## config.mk

```make
export PLATFORM = sky130hd
export DESIGN_NAME = halfband_tdm_unpack
export DESIGN_NICKNAME = d
export VERILOG_FILES = /design/src/rtl/halfband_tdm_unpack.sv
export SDC_FILE = /design/constraint.sdc
export NUM_CORES = 1
export LEC_CHECK = 0
export CAP_MARGIN = 20
export CELL_PAD_IN_SITES_DETAIL_PLACEMENT = 1
export CELL_PAD_IN_SITES_GLOBAL_PLACEMENT = 1
export CORE_AREA = 2 2 195 340
export CTS_BUF_LIST = sky130_fd_sc_hd__clkbuf_4 sky130_fd_sc_hd__clkbuf_8
export DETAILED_ROUTE_END_ITERATION = 16
export DIE_AREA = 0 0 197 342
export GPL_TIMING_DRIVEN = 0
export PLACE_DENSITY = 0.53
export SETUP_SLACK_MARGIN = 0.1
export SKIP_LAST_GASP = 1
export SLEW_MARGIN = 15
export SYNTH_ARGS = -nofsm -noshare
export SYNTH_HDL_FRONTEND = slang
export SYNTH_SLANG_ARGS = --single-unit
export TNS_END_PERCENT = 1
```

## constraint.sdc

```tcl
create_clock -name c -period 3.37 [get_ports c]
set_clock_uncertainty 0.2 [all_clocks]
set_input_delay 0.8425 -clock c [delete_from_list [all_inputs] [get_ports c]]
set_output_delay 0.8425 -clock c [all_outputs]
set_load 0.05 [all_outputs]
```

## src/rtl/halfband_tdm_unpack.sv

```systemverilog
`default_nettype none
// ============================================================================
//  Module      : halfband_tdm_unpack
//  Description : Unpacks the halfband decimator's free-running TDM output.
//                The first NCH slots of every PERIOD-slot frame carry one
//                sample per channel; the remaining slots are idle and are
//                discarded. Kept samples pass through a one-word stage
//                register into a first-word-fall-through FIFO. They are
//                presented as tagged {och, od} words on a valid/ready
//                interface.
//  Option      : `define HB_UNPACK_SAT_EN enables a left shift by GAIN_SHIFT
//                with signed 24-bit saturation in the stage register.
//                Without it, samples pass bit-exact.
//  Ports       : c        clock
//                rst_n    asynchronous active-low reset
//                sync     marks the cycle in which id carries channel 0
//                id       24-bit signed TDM sample
//                od       24-bit signed output sample (registered)
//                och      channel tag of od (registered)
//                ovalid   od/och valid; held until accepted
//                oready   consumer accepts od/och when ovalid & oready
//                level    FIFO occupancy (stage register excluded)
//                overflow sticky flag: a sample was dropped on a full FIFO
//                clr_ovf  clears overflow (a same-cycle drop wins)
//  Revision    : 1.0  initial release
// ============================================================================
module halfband_tdm_unpack #(
  parameter int NCH        = 4,
  parameter int PERIOD     = 8,
  parameter int DEPTH      = 16,
  parameter int GAIN_SHIFT = 0
) (
  input  logic                     c,
  input  logic                     rst_n,
  input  logic                     sync,
  input  logic [23:0]              id,
  output logic [23:0]              od,
  output logic [$clog2(NCH)-1:0]   och,
  output logic                     ovalid,
  input  logic                     oready,
  output logic [$clog2(DEPTH):0]   level,
  output logic                     overflow,
  input  logic                     clr_ovf
);

  localparam int c_CHW = $clog2(NCH);
  localparam int c_CW  = (PERIOD > 1) ? $clog2(PERIOD) : 1;
  localparam int c_AW  = $clog2(DEPTH);
  localparam int c_LW  = c_AW + 1;

  localparam logic [c_LW-1:0] c_FULL = c_LW'(DEPTH);
  localparam logic [c_LW-1:0] c_ONE  = c_LW'(1);
  localparam logic [c_CW-1:0] c_LAST = c_CW'(PERIOD - 1);

  // GAIN_SHIFT is only consumed by the saturating path; values outside 0..7
  // are reserved and leave this marker scope in the elaborated hierarchy.
  if ((GAIN_SHIFT < 0) || (GAIN_SHIFT > 7)) begin : g_gain_shift_reserved
  end

  // --------------------------------------------------------------------------
  // Slot tracking
  // --------------------------------------------------------------------------
  logic [c_CW-1:0] r_cnt;
  logic [c_CW-1:0] w_slot;
  logic [c_CW-1:0] w_cnt_nxt;
  logic            r_locked;
  logic            w_cap;

  // sync forces slot 0 in its own cycle, so a mid-frame sync realigns at once.
  assign w_slot    = sync ? '0 : r_cnt;
  assign w_cnt_nxt = (w_slot == c_LAST) ? '0 : w_slot + 1'b1;
  assign w_cap     = (r_locked | sync) && (32'(w_slot) < 32'(NCH));

  // --------------------------------------------------------------------------
  // Sample conditioning
  // --------------------------------------------------------------------------
  logic [23:0] w_dat;

`ifdef HB_UNPACK_SAT_EN
  logic signed [31:0] w_ext;
  logic signed [31:0] w_shl;

  // 24 + 7 bits of shifted magnitude fit in 32 bits, so the shift never wraps.
  assign w_ext = 32'(signed'(id));
  assign w_shl = w_ext <<< GAIN_SHIFT;

  always_comb begin
    w_dat = w_shl[23:0];
    if (w_shl > 32'sd8388607) begin
      w_dat = 24'h7F_FFFF;
    end else if (w_shl < -32'sd8388608) begin
      w_dat = 24'h80_0000;
    end
  end
`else
  assign w_dat = id;
`endif

  // --------------------------------------------------------------------------
  // Stage-1 register
  // --------------------------------------------------------------------------
  logic             r_s1_vld;
  logic [c_CHW-1:0] r_s1_ch;
  logic [23:0]      r_s1_dat;

  // --------------------------------------------------------------------------
  // FIFO storage and control
  // --------------------------------------------------------------------------
  // The word at r_rp is the one shown on od/och; level counts it, so the
  // output register is a registered copy of the FIFO head, not extra space.
  logic [23:0]      r_mem_d [DEPTH];
  logic [c_CHW-1:0] r_mem_c [DEPTH];
  logic [c_AW-1:0]  r_wp;
  logic [c_AW-1:0]  r_rp;
  logic [c_AW-1:0]  w_rp_nxt1;
  logic [c_LW-1:0]  r_level;
  logic [c_LW-1:0]  w_level_nxt;

  logic             r_ovalid;
  logic [23:0]      r_od;
  logic [c_CHW-1:0] r_och;
  logic             r_ovf;

  logic             w_pop;
  logic             w_push;
  logic             w_drop;
  logic             w_load;
  logic [23:0]      w_head_d;
  logic [c_CHW-1:0] w_head_c;

  assign w_pop     = r_ovalid & oready;
  // A full FIFO still takes the word when the head leaves in the same cycle.
  assign w_push    = r_s1_vld & ((r_level != c_FULL) | w_pop);
  assign w_drop    = r_s1_vld & ~w_push;
  assign w_rp_nxt1 = r_rp + 1'b1;

  // Next head selection. With two or more words stored, the successor is
  // already in memory; with one or zero, only a same-cycle push can supply
  // it, and that comes straight from the stage register.
  always_comb begin
    w_level_nxt = r_level;
    w_load      = 1'b0;
    w_head_d    = r_s1_dat;
    w_head_c    = r_s1_ch;

    case ({w_push, w_pop})
      2'b10:   w_level_nxt = r_level + 1'b1;
      2'b01:   w_level_nxt = r_level - 1'b1;
      default: w_level_nxt = r_level;
    endcase

    if (w_pop) begin
      if (r_level > c_ONE) begin
        w_load   = 1'b1;
        w_head_d = r_mem_d[w_rp_nxt1];
        w_head_c = r_mem_c[w_rp_nxt1];
      end else if (w_push) begin
        w_load = 1'b1;
      end
    end else if ((r_level == '0) && w_push) begin
      w_load = 1'b1;
    end
  end

  // Storage array: no reset, only written at the write pointer.
  always_ff @(posedge c) begin
    if (w_push) begin
      r_mem_d[r_wp] <= r_s1_dat;
      r_mem_c[r_wp] <= r_s1_ch;
    end
  end

  always_ff @(posedge c or negedge rst_n) begin
    if (!rst_n) begin
      r_cnt    <= '0;
      r_locked <= 1'b0;
      r_s1_vld <= 1'b0;
      r_s1_ch  <= '0;
      r_s1_dat <= '0;
      r_wp     <= '0;
      r_rp     <= '0;
      r_level  <= '0;
      r_ovalid <= 1'b0;
      r_od     <= '0;
      r_och    <= '0;
      r_ovf    <= 1'b0;
    end else begin
      r_cnt <= w_cnt_nxt;
      if (sync) begin
        r_locked <= 1'b1;
      end

      r_s1_vld <= w_cap;
      if (w_cap) begin
        r_s1_ch  <= w_slot[c_CHW-1:0];
        r_s1_dat <= w_dat;
      end

      if (w_push) begin
        r_wp <= r_wp + 1'b1;
      end
      if (w_pop) begin
        r_rp <= w_rp_nxt1;
      end
      r_level <= w_level_nxt;

      // od/och keep their last value once the FIFO empties.
      if (w_load) begin
        r_od  <= w_head_d;
        r_och <= w_head_c;
      end
      r_ovalid <= (w_level_nxt != '0);

      // A drop in the clearing cycle keeps the flag set.
      if (w_drop) begin
        r_ovf <= 1'b1;
      end else if (clr_ovf) begin
        r_ovf <= 1'b0;
      end
    end
  end

  assign od       = r_od;
  assign och      = r_och;
  assign ovalid   = r_ovalid;
  assign level    = r_level;
  assign overflow = r_ovf;

endmodule
`default_nettype wire

```

After elaboration in Yosys (flattened, before gate mapping)
Memory sizes are Yosys's and may differ from the RTL's.
Cells that the tools add are included.
{"block": "word_totals", "ram_bits": 416, "out_inout_bits": 33, "wordCells": 50, "memories": 2, "register_bits": 72}
{"block": "op_classes", "n_reduce_logical": 5, "bitwise": 6, "addsub": 5, "n_lt_le_gt_ge": 2, "muxes": 14, "eq_ne": 4}
{"name": "r_mem_d", "depth": 16, "width": 24, "read_ports": 1, "rd_ports_with_merged_regs": 0, "wr": 1, "line": "111", "rtl": "logic [23:0] r_mem_d [DEPTH];"}
{"name": "r_mem_c", "depth": 16, "width": 2, "read_ports": 1, "rd_ports_with_merged_regs": 0, "wr": 1, "line": "112", "rtl": "logic [c_CHW-1:0] r_mem_c [DEPTH];"}
{"op": "$mux 24", "n": 2}
{"op": "$pmux 5 s2", "n": 1}
{"op": "$add 4x1->4 const B", "n": 2}
{"op": "$mux 1", "n": 7}
{"op": "$mux 3", "n": 2}
{"op": "$add 5x1->5 const B", "n": 1}
{"op": "$gt 5x1->1 const B", "n": 1}
{"op": "$logic_not 5->1", "n": 1}
{"op": "$ne 5x5->1 const B", "n": 1}
{"op": "$reduce_bool 5->1", "n": 1}
{"op": "$sub 5x1->5 const B", "n": 1}
{"op": "$mux 2", "n": 2}
{"op": "$add 3x1->3 const B", "n": 1}
{"op": "$and 1x1->1", "n": 3}
{"op": "$eq 3x3->1 const B", "n": 1}
{"op": "$lt 3x3->1 const B", "n": 1}
{"op": "$eq 2x1->1 const B", "n": 1}
{"op": "$eq 2x2->1 const B", "n": 1}
{"op": "$logic_and 1x1->1", "n": 2}
{"op": "$or 1x1->1", "n": 2}
{"op": "$reduce_bool 2->1", "n": 1}
{"op": "$not 1->1", "n": 1}

Longest topological paths before layout
Gate-level depths: netlist of run 1.
{"block": "logic_depth", "depth_word": 6, "ltp_mapped": 13, "ltp_nobuf": 11}

Least setup slack after synthesis of run 1
OpenSTA, ideal clock, no wires.
{"block": "synth_path", "kind": "input-to-reg", "startpoint": "input port oready", "endpoint": "register r_ovalid, in the netlist ovalid", "stages": 12, "path_buffers": 2, "arrival_ns": 3.038, "setup_time_ns": 0.131, "setup_slack_ns": 0.001, "cell_sequence": "and2_1 > buf_4 > inv_2 > nand4_1 > nand2_1 > inv_2 > ha_1 > buf_6 > a221o_1 > a21o_1 > or3_1 > or3_1"}
{"block": "synth_between", "elab_chain_len": 6, "word_cells_on_any_way": 7}
{"element": "from (decl)", "line": "40", "rtl": "input logic oready,"}
{"element": "$and 1x1->1 (*)", "line": "131", "rtl": "assign w_pop = r_ovalid & oready;"}
{"element": "$or 1x1->1 (*)", "line": "133", "rtl": "assign w_push = r_s1_vld & ((r_level != c_FULL) | w_pop);"}
{"element": "$and 1x1->1 (*)", "line": "133"}
{"element": "named net w_push", "line": "125", "rtl": "logic w_push;"}
{"element": "$eq 2x1->1 / $eq 2x2->1 (equally long branches)", "line": "146", "rtl": "case ({w_push, w_pop})"}
{"element": "$pmux 5 s2 (*)", "line": "146"}
{"element": "named net w_level_nxt[2]", "line": "117", "rtl": "logic [c_LW-1:0] w_level_nxt;"}
{"element": "$reduce_bool 5->1 (*)", "line": "212", "rtl": "r_ovalid <= (w_level_nxt != '0);"}
{"element": "to (signal assigned)", "line": "212"}
{"element": "to (decl)", "line": "119", "rtl": "logic r_ovalid;"}
Mark *: on every way through the listed nets, which the timed path passes. The rest lies on a longest branch.
A chain may end at the register's enable or synchronous reset.

Final worst setup path of run 1
Ends and elaborated chain as after synthesis.

==> metrics.md, run 1 <==
| Metric | Value |
|---|---|
| Status | `complete, no violations` |
| Delay-heaviest family, CP | `simple AND/OR/NAND/NOR gates` |
| # setup viols final | `0` |
| Ys async rst share | `approximately 15%` |
| FILL cells | `6,412` |
| CTS Buf Count | `between 70 and 80` |
| H-tree Lvls | `3` |
| Syn Std Cell Area | `around 19,000 sq um` |
| Critical path fanouts, max | `8` |
| DRC | `0` |
| Pwr/cell area | `between 900 and 1000 nW/um^2` |
| Final hold vios | `0` |
| Maximum vdd drop | `around 0.60 mV` |
| Critical Path Source Type | `primary input` |
| GRT overflow | `0` |
| Dpl ws | `-0.657 ns` |
| Max cap viols | `0` |
| Critical path class | `primary input to register` |
| Sequential element share of the synthesized area | `between 70 and 80%` |
| Main synth FF type | `edfxtp_1` |
| Placed wire-length estimate | `33,700 microns` |
| Placed Area | `around 21,000 sq um` |
| Design Area, Final | `roughly 23,000 sq um` |
| Nets | `between 1,000 and 1,500` |
| Initial Util | `approximately 30%` |
| CTS Buffer Depth | `3` |
| Row count | `~120` |
| Largest net degree at the start of global routing | `58` |
| Critical Path Stages | `13` |
| Post-synth top cells | `edfxtp_1 (416), mux4_2 (104), dfrtp_1 (72), inv_1 (65)` |
| Time the worst path needs with I/O delays and setup | `approximately 3.3 ns` |
| Area of the die | `between 60,000 and 70,000 sq um` |
| Sink Count | `488` |
| Vias per cell | `around 4.8` |
| Worst Hold Path Cells | `1` |
| Synthesis-to-layout area growth | `18.8%` |
| Vias in the first global route | `11,000` |
| Setup ws final | `~0.066 ns` |
| Final Slew Violations | `0` |
| Synth warn | `0` |
| Fraction of layout cells with a size suffix above 1 | `just under 30%` |
| Final Cycle Share | `a little over nine tenths` |
| Tightest Pin Transition | `between 0.9 and 1 ns` |
| Worst hold start | `r_locked` |
| Max Freq | `roughly 300 MHz` |
| Die width | `between 150 and 200 microns` |
| Synthesis-stage register bit count | `approximately 490` |
| Synthesized Nets | `1,013` |
| Die height | `342 microns` |
| Cell with the most instances after synthesis | `edfxtp_1` |
| Buffers on Ports | `61` |
| Drt wl/cell | `around 26 microns` |
| Post-layout util | `35.2%` |
| RR Startpoint | `r_rp[1]` |
| Synth area leaders | `edfxtp_1 (65%), mux4_2 (12%), dfrtp_1 (9.4%)` |
| Buf/Inv on CP | `5` |
| Pre-antenna DRT Iters | `4` |
| CP max stage delay | `~0.4 ns` |
| Setup_tns | `0 ns` |
| Post-synth EDFFs | `around 420` |
| Core ar. | `64,900 sq um` |
| RSZ-0062 raised after global routing | `true` |
| Reg clk slew, reported paths | `~0.060 ns` |
| WP data arrival | `between 3 and 4 ns` |
| CP cell instances | `clkdlybuf4s50_1 > and2_1 > buf_6 > inv_4 > nand4_1 > nand2_2 > inv_2 > ha_2 > buf_6 > a221o_1 > a21o_1 > or3_1 > or3_1` |
| Synthesized area per cell | `19.8 sq um` |
| Register-to-register setup slack | `roughly 0.15 ns` |
| Top-Level Pins | `just over 60` |
| R2R cell count | `7` |
| Total GRT Usage | `around 16%` |
| Worst Hold Class | `register to register` |
| Clk_lat worst skew | `between 0.6 and 0.7 ns` |
| Critical Path RT | `around 3.7 ns` |
| Number of antenna violations at the first check in global routing | `1` |
| Crit end category | `register` |
| Cells after Synth | `around 1,000` |
| Final WL | `between 50,000 and 60,000 microns` |
| Static leakage | `slightly below 8 nW` |
| CP max-delay cell | `clkdlybuf4s50_1` |
| Post-synthesis cell type count | `between 50 and 60` |
| Hold Path Sink | `r_locked` |
| Global placer's final weighted congestion | `0.705` |
| Clock root cell | `clkbuf_8` |
| Starting DRT DRC Count | `approximately 650` |
| Cell taking the most area after synthesis | `edfxtp_1` |
| Total power | `22.3 mW` |
| Vias | `just under 10,000` |
| Worst rel slew slack | `34.7%` |
| Area share of the largest cell type after synthesis | `around two thirds` |
| Routed Antenna Nets | `0` |
| First-pass GRT wire length | `approximately 75,000 microns` |
| CTS tree | `yes` |
| Reg2reg end | `od[10]` |
worst max path at each step:
stage                 start        endpoint  slack, ns
finish               oready          ovalid       0.07
CTS                 r_rp[1]          od[20]       0.09
floorplan            oready          ovalid       0.11
global route         oready  r_mem_d[3][13]      -0.03
detailed placement   oready          ovalid      -0.66
global placement      rst_n     r_s1_dat[3]      -2.39
cells by family after synthesis:
| logic type | after synthesis | synth area share [%] |
|---|---|---|
| mux | 132 | 13.8 |
| fa+ha+maj | 13 | 0.847 |
| xor+xnor | 7 | 0.319 |
| compound gates | 159 | 5.88 |
| simple gates | 55 | 1.69 |
| buf+inv | 117 | 2.97 |
| flops | 488 | 74.5 |
state kept, by name (all words and copies together), names as in the netlist:
register and flops:
r_mem_c 32, r_cnt 3, r_locked 1, r_s1_ch 2, ovalid 1, overflow 1
r_rp 4, och 2, od 24, level 5, r_mem_d 384, r_wp 4
r_s1_vld 1, r_s1_dat 24
area by class of cell:
| cell class | count | area, sq um | area share (%) |
|---|---|---|---|
| multi-input cells | 366 | 4360 | 19.1 |
| diodes | 1 | 2.50 | 0.0110 |
| flip-flops and latches | 488 | 14300 | 62.7 |
| well taps | 819 | 1020 | 4.49 |
| repair buffers | 83 | 1080 | 4.73 |
| clock buffers | 113 | 1340 | 5.86 |
| clock inverters | 18 | 138 | 0.603 |
| inverters | 67 | 254 | 1.11 |
| plain buffers | 50 | 324 | 1.42 |
placed cells by master (no fill, tap or decap), types with 9 or more instances in the layout:
master,instances
a211oi_1,26
a21boi_0,27
a22oi_1,27
and2_2,11
buf_16,10
buf_2,21
buf_4,9
buf_6,13
clkbuf_4,35
clkbuf_8,78
clkdlybuf4s50_1,60
dfrtp_1,72
edfxtp_1,416
ha_1,12
inv_1,65
mux2_2,27
mux4_2,104
o21ai_0,9
o21ai_1,24
o22ai_1,27
routing by layer:
metal / vias to the layer above / global-route usage (%) / part of all wire, %
met5: - / 0 / 0
met4: 0 / 5.22 / 2.2
met3: 71 / 2.53 / 3.3
met2: 183 / 30.2 / 57
met1: 5237 / 17.3 / 38
li1: 4231 / - / -
where the power goes:
part | total (mW) | switching [mW] | leakage, nW | internal (mW)
Clock | 4.96 | 2.28 | 0.783 | 2.67
Combinational | 8.91 | 5.30 | 2.30 | 3.61
Sequential | 8.44 | 0.567 | 4.64 | 7.87
repair_timing:
| item | 4_1_cts | 5_1_grt |
|---|---|---|
| setup buffers | 2 | 0 |
| setup endpoints to repair | 3 | 125 |
| resized for setup | 1 | 1 |
| pin swaps | 1 | 0 |
| endpoints found under the hold margin | 15 | 0 |
| hold buffers | 1 | 0 |
metrics by stage:
| step | instances | hold WS [ns] |
|---|---|---|
| 4_1_cts | 2004 | 0.303 |
| 3_5_place_dp | 1870 | 0.280 |
| 6_report | 2005 | 0.302 |
| 2_1_floorplan | 971 | 0.222 |
| 5_1_grt | 2005 | 0.324 |
| 3_3_place_gp | 1851 | 0.277 |
(Power assumes the default switching activity.)
==> run 2: changes to the inputs <==
--- a/config.mk
+++ b/config.mk
@@ -10,10 +10,12 @@
 export CELL_PAD_IN_SITES_GLOBAL_PLACEMENT = 1
 export CORE_AREA = 2 2 195 340
 export CTS_BUF_LIST = sky130_fd_sc_hd__clkbuf_4 sky130_fd_sc_hd__clkbuf_8
+export CTS_CLUSTER_DIAMETER = 80
 export DETAILED_ROUTE_END_ITERATION = 16
 export DIE_AREA = 0 0 197 342
+export DONT_BUFFER_PORTS = 1
 export GPL_TIMING_DRIVEN = 0
-export PLACE_DENSITY = 0.53
+export PLACE_DENSITY = 0.52
 export SETUP_SLACK_MARGIN = 0.1
 export SKIP_LAST_GASP = 1
 export SLEW_MARGIN = 15
==> run 2 against run 1 <==
Non-clock buffer count decreased by 62. Combinational power decreased by 12%. Utilization fell by 0.78 points. Worst setup slack improved by 0.042 ns. Register-to-register slack got worse by 0.04 ns. Via count shrank 1.9%. Global-route usage shrank 0.080 points. Design area decreased by 2.2%. Wire length down 0.62%. First-iteration DRC count down 5.7%. Die area stayed put. Final cell count decreased by 2.6%. Critical path type is now register to register. Largest cell class unchanged. Largest power group is now registers.
==> metrics.md, run 2 (synthesized netlist as in run 1, its figures left out) <==
| Metric | Value |
|---|---|
| Most common cell after layout, fill and taps aside | `edfxtp_1` |
| Layout Cells excl Fill | `1,952 (-2.6%)` |
| CTS Buffer Depth | `3 (unchanged)` |
| Placed Area | `20,600 sq um (-3.2%)` |
| Routed Antenna Nets | `0 (unchanged)` |
| Core ar. | `64,900 sq um (unchanged)` |
| Critical path fanouts, max | `8 (unchanged)` |
| Vias per cell | `4.89 (+0.77%)` |
| Static leakage | `7.54 nW (-2.4%)` |
| Drt wl/cell | `26.1 microns (+2.1%)` |
| Pre-antenna DRT Iters | `5 (+1)` |
| Worst rel slew slack | `33.2% (-1.5 points)` |
| CP max-delay cell | `dfrtp_2` |
| Final Slew Violations | `0 (unchanged)` |
| Starting DRT DRC Count | `617 (-5.7%)` |
| CP cell instances | `and2_1 > buf_6 > inv_4 > nand4_1 > nand2_2 > inv_2 > ha_2 > buf_6 > a221o_1 > a21o_1 > or3_1 > or3_1` |
| Critical path class | `register to register` |
| CTS Buf Count | `75 (+4.2%)` |
| Sink Count | `488 (unchanged)` |
| Area of the die | `67,400 sq um (unchanged)` |
| Critical Path RT | `3.68 ns (about the same)` |
| Vias | `9,538 (-1.9%)` |
| RSZ-0062 raised after global routing | `true` |
| Max reg flops | `384 (unchanged)` |
| H-tree Lvls | `3 (unchanged)` |
| Placed wire-length estimate | `32,600 microns (-3.3%)` |
| WP data arrival | `3.57 ns (-0.04 ns)` |
| Time the worst path needs with I/O delays and setup | `3.26 ns (-0.0424 ns)` |
| Leading cell types in the layout, fill and taps excluded | `edfxtp_1 (416), mux4_2 (104), clkbuf_8 (83), dfrtp_1 (68), inv_1 (65)` |
| Vias in the first global route | `10,700 (-2.5%)` |
| # placed instances | `1,806 (-3.4%)` |
| Clock root cell | `clkbuf_8` |
| Design Area, Final | `22,300 sq um (-2.2%)` |
| Nets | `1,111 (-5.0%)` |
| Area occupied by multi-input gates | `4360 sq um (about the same)` |
| Worst Hold Class | `primary input to register` |
| Initial Util | `29.6% (unchanged)` |
| Maximum vdd drop | `0.469 mV (-22%)` |
| Tightest Pin Transition | `1.00 ns (+0.0224 ns)` |
| CP max stage delay | `0.51 ns (+0.11 ns)` |
| Final Cycle Share | `96.8% (-1.3 points)` |
| Setup_tns | `0 ns (unchanged)` |
| Reg clk slew, reported paths | `0.06 ns (about the same)` |
| Total power | `22.1 mW (-0.95%)` |
| Global placer's final weighted congestion | `0.715 (+1.4%)` |
| Pwr/cell area | `991 nW/um^2 (+1.3%)` |
| Max cap viols | `0 (unchanged)` |
| Delay-heaviest family, CP | `simple AND/OR/NAND/NOR gates` |
| Top flop regs | `r_mem_d (384), r_mem_c (32)` |
| # setup viols final | `0 (unchanged)` |
| Die width | `197 microns (unchanged)` |
| Status | `complete, no violations` |
| Largest reg by FF count | `r_mem_d` |
| Fraction of layout cells with a size suffix above 1 | `31.5% (+2.6 points)` |
| Crit end category | `register` |
| Max Freq | `307 MHz (+1.3%)` |
| Largest net degree at the start of global routing | `73 (+26%)` |
| Register area | `14,300 sq um (about the same)` |
| Post-layout util | `34.4% (-0.78 points)` |
| CTS tree | `yes` |
| Final hold vios | `0 (unchanged)` |
| Final WL | `50,900 microns (-0.62%)` |
| First-pass GRT wire length | `74,600 microns (-0.92%)` |
| Critical Path Source Type | `register` |
| FILL cells | `6,472 (+0.94%)` |
| Synthesis-to-layout area growth | `16.2%` |
| Top-Level Pins | `62 (unchanged)` |
| Number of antenna violations at the first check in global routing | `2 (+1)` |
| Clk_lat worst skew | `0.65 ns (about the same)` |
| Total GRT Usage | `15.6% (-0.080 points)` |
| Buf/Inv on CP | `4 (-1)` |
| DRC | `0 (unchanged)` |
| GRT overflow | `0 (unchanged)` |
| Buffers on Ports | `0 (-100%)` |
| Die height | `342 microns (unchanged)` |
| Row count | `124 (unchanged)` |
## run 2: cell types whose count changed in the layout (fill, tap and decap cells not counted), sizes merged
cell | previous run | this run
inv | 67 | 69
bufinv | 2 | 3
buf | 63 | 59
clkdlybuf4s50 | 60 | 0
clkbuf | 122 | 123
clkinv | 13 | 19
clkdlybuf4s15 | 0 | 1
## run 2: metrics by stage
| step | setup WS [ns] | hold WS (ns) |
|---|---|---|
| 3_5_place_dp | -0.227 | 0.249 |
| 5_1_grt | -0.0675 | 0.0518 |
| 4_1_cts | 0.0118 | 0.0222 |
| 2_1_floorplan | 0.114 | 0.222 |
| 3_3_place_gp | -0.766 | 0.242 |
| 6_report | 0.109 | 0.103 |
## run 2: cell type report
cell class              instances  area share [%]
diodes                          1          0.0112
plain buffers                  50            1.49
clock buffers                 113            6.13
clock inverters                27           0.976
inverters                      67            1.14
multi-input cells             366            19.5
flip-flops and latches        488            64.1
well taps                     819            4.59
repair buffers                 21            2.01
## run 2: path summary, 6_finish.rpt
| check | from | endpoint | slack [ns] | cells past startpoint |
|---|---|---|---|---|
| max | ovalid | ovalid | 0.11 | 12 |
| min in group asynchronous | rst_n | od[13] | 0.53 | 2 |
| max in group asynchronous | rst_n | r_s1_dat[7] | 1.96 | 2 |
| max reg2reg | ovalid | ovalid | 0.11 | 12 |
| min | clr_ovf | overflow | 0.10 | 1 |
| min reg2reg | r_cnt[0] | r_cnt[0] | 0.25 | 1 |
## run 2: metal layers
layer	share of wire, %	vias to the layer above	track usage (%)
li1	-	4141	-
met1	39	5152	18.0
met2	56	172	29.0
met3	3.3	71	2.74
met4	2.2	2	5.20
met5	0.022	-	0
## run 2: repair_timing
action / 4_1_cts / 5_1_grt
hold buffers: 2 / 0
hold endpoints to repair: 72 / 0
pin swaps: 0 / 1
setup endpoints to repair: 82 / 13
setup buffers: 0 / 2
gates resized for setup: 6 / 2
## run 2: power by group
| group | internal, mW | switching (mW) |
|---|---|---|
| Sequential | 7.86 | 1.24 |
| Clock | 2.85 | 2.34 |
| Combinational | 3.28 | 4.53 |
| Total | 14.0 | 8.11 |
==> run 3: changes to the inputs <==
==> constraint.sdc (replaced) <==
create_clock -name c -period 3.37 [get_ports c]
set_clock_uncertainty 0.2 [all_clocks]
set_input_delay 0.5055 -clock c [delete_from_list [all_inputs] [get_ports c]]
set_output_delay 0.5055 -clock c [all_outputs]
set_load 0.05 [all_outputs]
==> run 3 against run 2 <==
Worst hold slack better by 0.059 ns. Sequential cell count stayed put. Sequential share of layout area is 0.68 points lower. Via count is 1.1% higher. Critical endpoint unchanged. Clock power is 3% lower. Non-clock buffer count is 29 higher. Register-to-register slack worse by 0.08 ns. Final cell count is 1.3% higher. Total power hardly changed. Highest routed layer is now met4. Combinational power is 2% higher. Count of clock-buffer cells in the layout is 10 higher. Maximum frequency is 2.5% lower.
==> metrics.md, run 3 (synthesized netlist as in run 1, its figures left out) <==
| Metric | Value |
|---|---|
| DRC | `0 (unchanged)` |
| Sink Count | `488 (unchanged)` |
| Global placer's final weighted congestion | `0.721 (+0.82%)` |
| Final hold vios | `0 (unchanged)` |
| Vias per cell | `4.88 (-0.18%)` |
| CTS Buf Count | `75 (unchanged)` |
| Starting DRT DRC Count | `619 (+0.32%)` |
| Nets | `1,140 (+2.6%)` |
| Largest reg by FF count | `r_mem_d` |
| CTS tree | `yes` |
| Setup ws final | `0.0244 ns (-0.0844 ns)` |
| Max Freq | `299 MHz (-2.5%)` |
| Fraction of layout cells with a size suffix above 1 | `30.6% (-0.94 points)` |
| Buf/Inv on CP | `4 (unchanged)` |
| Logic gate share of total power | `36.0% (+0.7 points)` |
| CTS Buffer Depth | `3 (unchanged)` |
| Placed wire-length estimate | `34,100 microns (+4.5%)` |
| Vias in the first global route | `10,900 (+2.0%)` |
| Largest net degree at the start of global routing | `73 (unchanged)` |
| CP max-delay cell | `dfrtp_2` |
| Sw frac | `36.9% (+0.18 points)` |
| Final Cycle Share | `99.3% (+2.5 points)` |
| Status | `complete, no violations` |
| Total GRT Usage | `15.6% (+0.017 points)` |
| Worst rel slew slack | `35.2% (+1.9 points)` |
| First-pass GRT wire length | `75,400 microns (+0.99%)` |
| GRT overflow | `0 (unchanged)` |
| CP most frequent cell | `or3_1` |
| Critical path class | `register to register` |
| Clock root cell | `clkbuf_8` |
| Pre-antenna DRT Iters | `5 (unchanged)` |
| Critical path fanouts, max | `8 (unchanged)` |
| Dpl ws | `-0.366 ns (-0.139 ns)` |
| Register-to-register setup slack | `0.02 ns (-0.08 ns)` |
| Drt wl/cell | `25.8 microns (-1.1%)` |
| Leading cell types in the layout, fill and taps excluded | `edfxtp_1 (416), mux4_2 (104), clkbuf_8 (81), dfrtp_1 (68), inv_1 (65)` |
| Crit end category | `register` |
| Most common cell after layout, fill and taps aside | `edfxtp_1` |
| Critical Path RT | `3.69 ns (about the same)` |
| Clk_lat worst skew | `0.65 ns (about the same)` |
| # setup viols final | `0 (unchanged)` |
| CP max stage delay | `0.51 ns (about the same)` |
| H-tree Lvls | `3 (unchanged)` |
| Area occupied by multi-input gates | `4360 sq um (unchanged)` |
| Int Power | `13.9 mW (-0.31%)` |
| Worst Hold Class | `primary input to register` |
| Final Slew Violations | `0 (unchanged)` |
| Routed Antenna Nets | `0 (unchanged)` |
| Reg clk slew, reported paths | `0.06 ns (about the same)` |
| Vias | `9,643 (+1.1%)` |
| Maximum vdd drop | `0.496 mV (+5.8%)` |
| Synthesis-to-layout area growth | `17.4%` |
| Area of the die | `67,400 sq um (unchanged)` |
| Tightest Pin Transition | `0.966 ns (-0.0357 ns)` |
| Die width | `197 microns (unchanged)` |
| Pwr/cell area | `980 nW/um^2 (-1.1%)` |
| Buffers on Ports | `0 (unchanged)` |
| Placed Area | `20,700 sq um (+0.20%)` |
| Number of antenna violations at the first check in global routing | `2 (unchanged)` |
| Clock power frac | `22.8% (-0.7 points)` |
| FILL cells | `6,466 (-0.093%)` |
| Die height | `342 microns (unchanged)` |
| Core ar. | `64,900 sq um (unchanged)` |
| WP data arrival | `3.67 ns (+0.10 ns)` |
| Critical Path Source Type | `register` |
| Total power | `22.1 mW (about the same)` |
| Top flop regs | `r_mem_d (384), r_mem_c (32)` |
| Time the worst path needs with I/O delays and setup | `3.35 ns (+0.0844 ns)` |
| Final WL | `51,000 microns (+0.20%)` |
| Top-Level Pins | `62 (unchanged)` |
| NetSw | `8.15 mW (+0.47%)` |
| CP cell instances | `and2_4 > buf_4 > inv_6 > nand4_1 > nand2_2 > inv_4 > ha_1 > buf_6 > a221o_1 > a21o_1 > or3_1 > or3_1` |
| Static leakage | `7.65 nW (+1.4%)` |
| Register area | `14,300 sq um (unchanged)` |
| Row count | `124 (unchanged)` |
| Initial Util | `29.6% (unchanged)` |
| RSZ-0062 raised after global routing | `true` |
| Sequential share of power | `41.2% (about the same)` |
| Delay-heaviest family, CP | `simple AND/OR/NAND/NOR gates` |
| Max cap viols | `0 (unchanged)` |
| Max reg flops | `384 (unchanged)` |
| Design Area, Final | `22,500 sq um (+1.1%)` |
-- run 3: cell types whose count changed in the layout (fill, tap and decap cells not counted), moves of 3 or more --
cell,previous run,this run
buf_12,8,4
buf_4,9,12
clkbuf_4,30,42
clkinv_2,13,2
buf_16,9,13
dlygate4sd3_1,1,27
-- run 3: worst paths after layout --
kind / startpoint / end / cells after the start
max: ovalid / ovalid / 12
min: oready / r_rp[2] / 4
max reg2reg: ovalid / ovalid / 12
min reg2reg: r_cnt[0] / r_cnt[0] / 1
max in group asynchronous: rst_n / r_s1_dat[10] / 2
min in group asynchronous: rst_n / r_s1_dat[16] / 2
-- run 3: stage by stage --
| step | std cells | hold WS, ns | utilization (%) | TNS [ns] |
|---|---|---|---|---|
| 2_1_floorplan | 971 | 0.00991 | - | 0 |
| 3_3_place_gp | 1790 | 0.0160 | 31.2 | -279.01 |
| 3_5_place_dp | 1808 | 0.0159 | 31.9 | -1.77 |
| 4_1_cts | 1975 | 0.122 | 34.7 | -0.128 |
| 5_1_grt | 1977 | 0.168 | 34.8 | -1.14 |
| 6_report | 1977 | 0.162 | 34.8 | 0 |
-- run 3: per-layer routing --
layer	GRT usage (%)	up-vias	share of wire [%]
met5	0	-	0
met4	5.87	0	2.8
met3	2.86	82	3.6
met2	30.1	198	57
met1	16.7	5181	37
li1	-	4182	-
-- run 3: cell type report --
class                   count  share of cell area, %
clock inverters            13                  0.383
clock buffers             123                   6.34
inverters                  67                   1.15
repair buffers             50                   3.37
well taps                 819                   4.55
flip-flops and latches    488                   63.4
diodes                      1                 0.0111
plain buffers              50                   1.43
multi-input cells         366                   19.3
-- run 3: repair_timing --
| action | 4_1_cts | 5_1_grt |
|---|---|---|
| hold buffers | 28 | 0 |
| pin swaps | 2 | 1 |
| buffers inserted | 3 | 1 |
| endpoints found under the setup margin | 231 | 18 |
| gates resized for setup | 8 | 4 |
| endpoints found under the hold margin | 103 | 0 |
-- run 3: power by group through the flow --
stage          clock network (mW)  registers, mW  logic (mW)
2_1_floorplan                   0           8.98        5.16
3_3_place_gp                    0           9.22        7.69
3_5_place_dp                    0           9.24        8.15
4_1_cts                      5.20           9.13        8.23
5_1_grt                      5.43           9.23        8.60
6_report                     5.04           9.10        7.95
-- run 3: worst reg2reg max path, delay by kind of cell (launching register included) --
family / cells / cell delay [ns]
buffers and inverters: 4 / 0.49
and+or+nand+nor: 5 / 1.28
DFF: 1 / 0.51
adders and majority gates: 1 / 0.21
AOI/OAI and AO/OA: 2 / 0.53
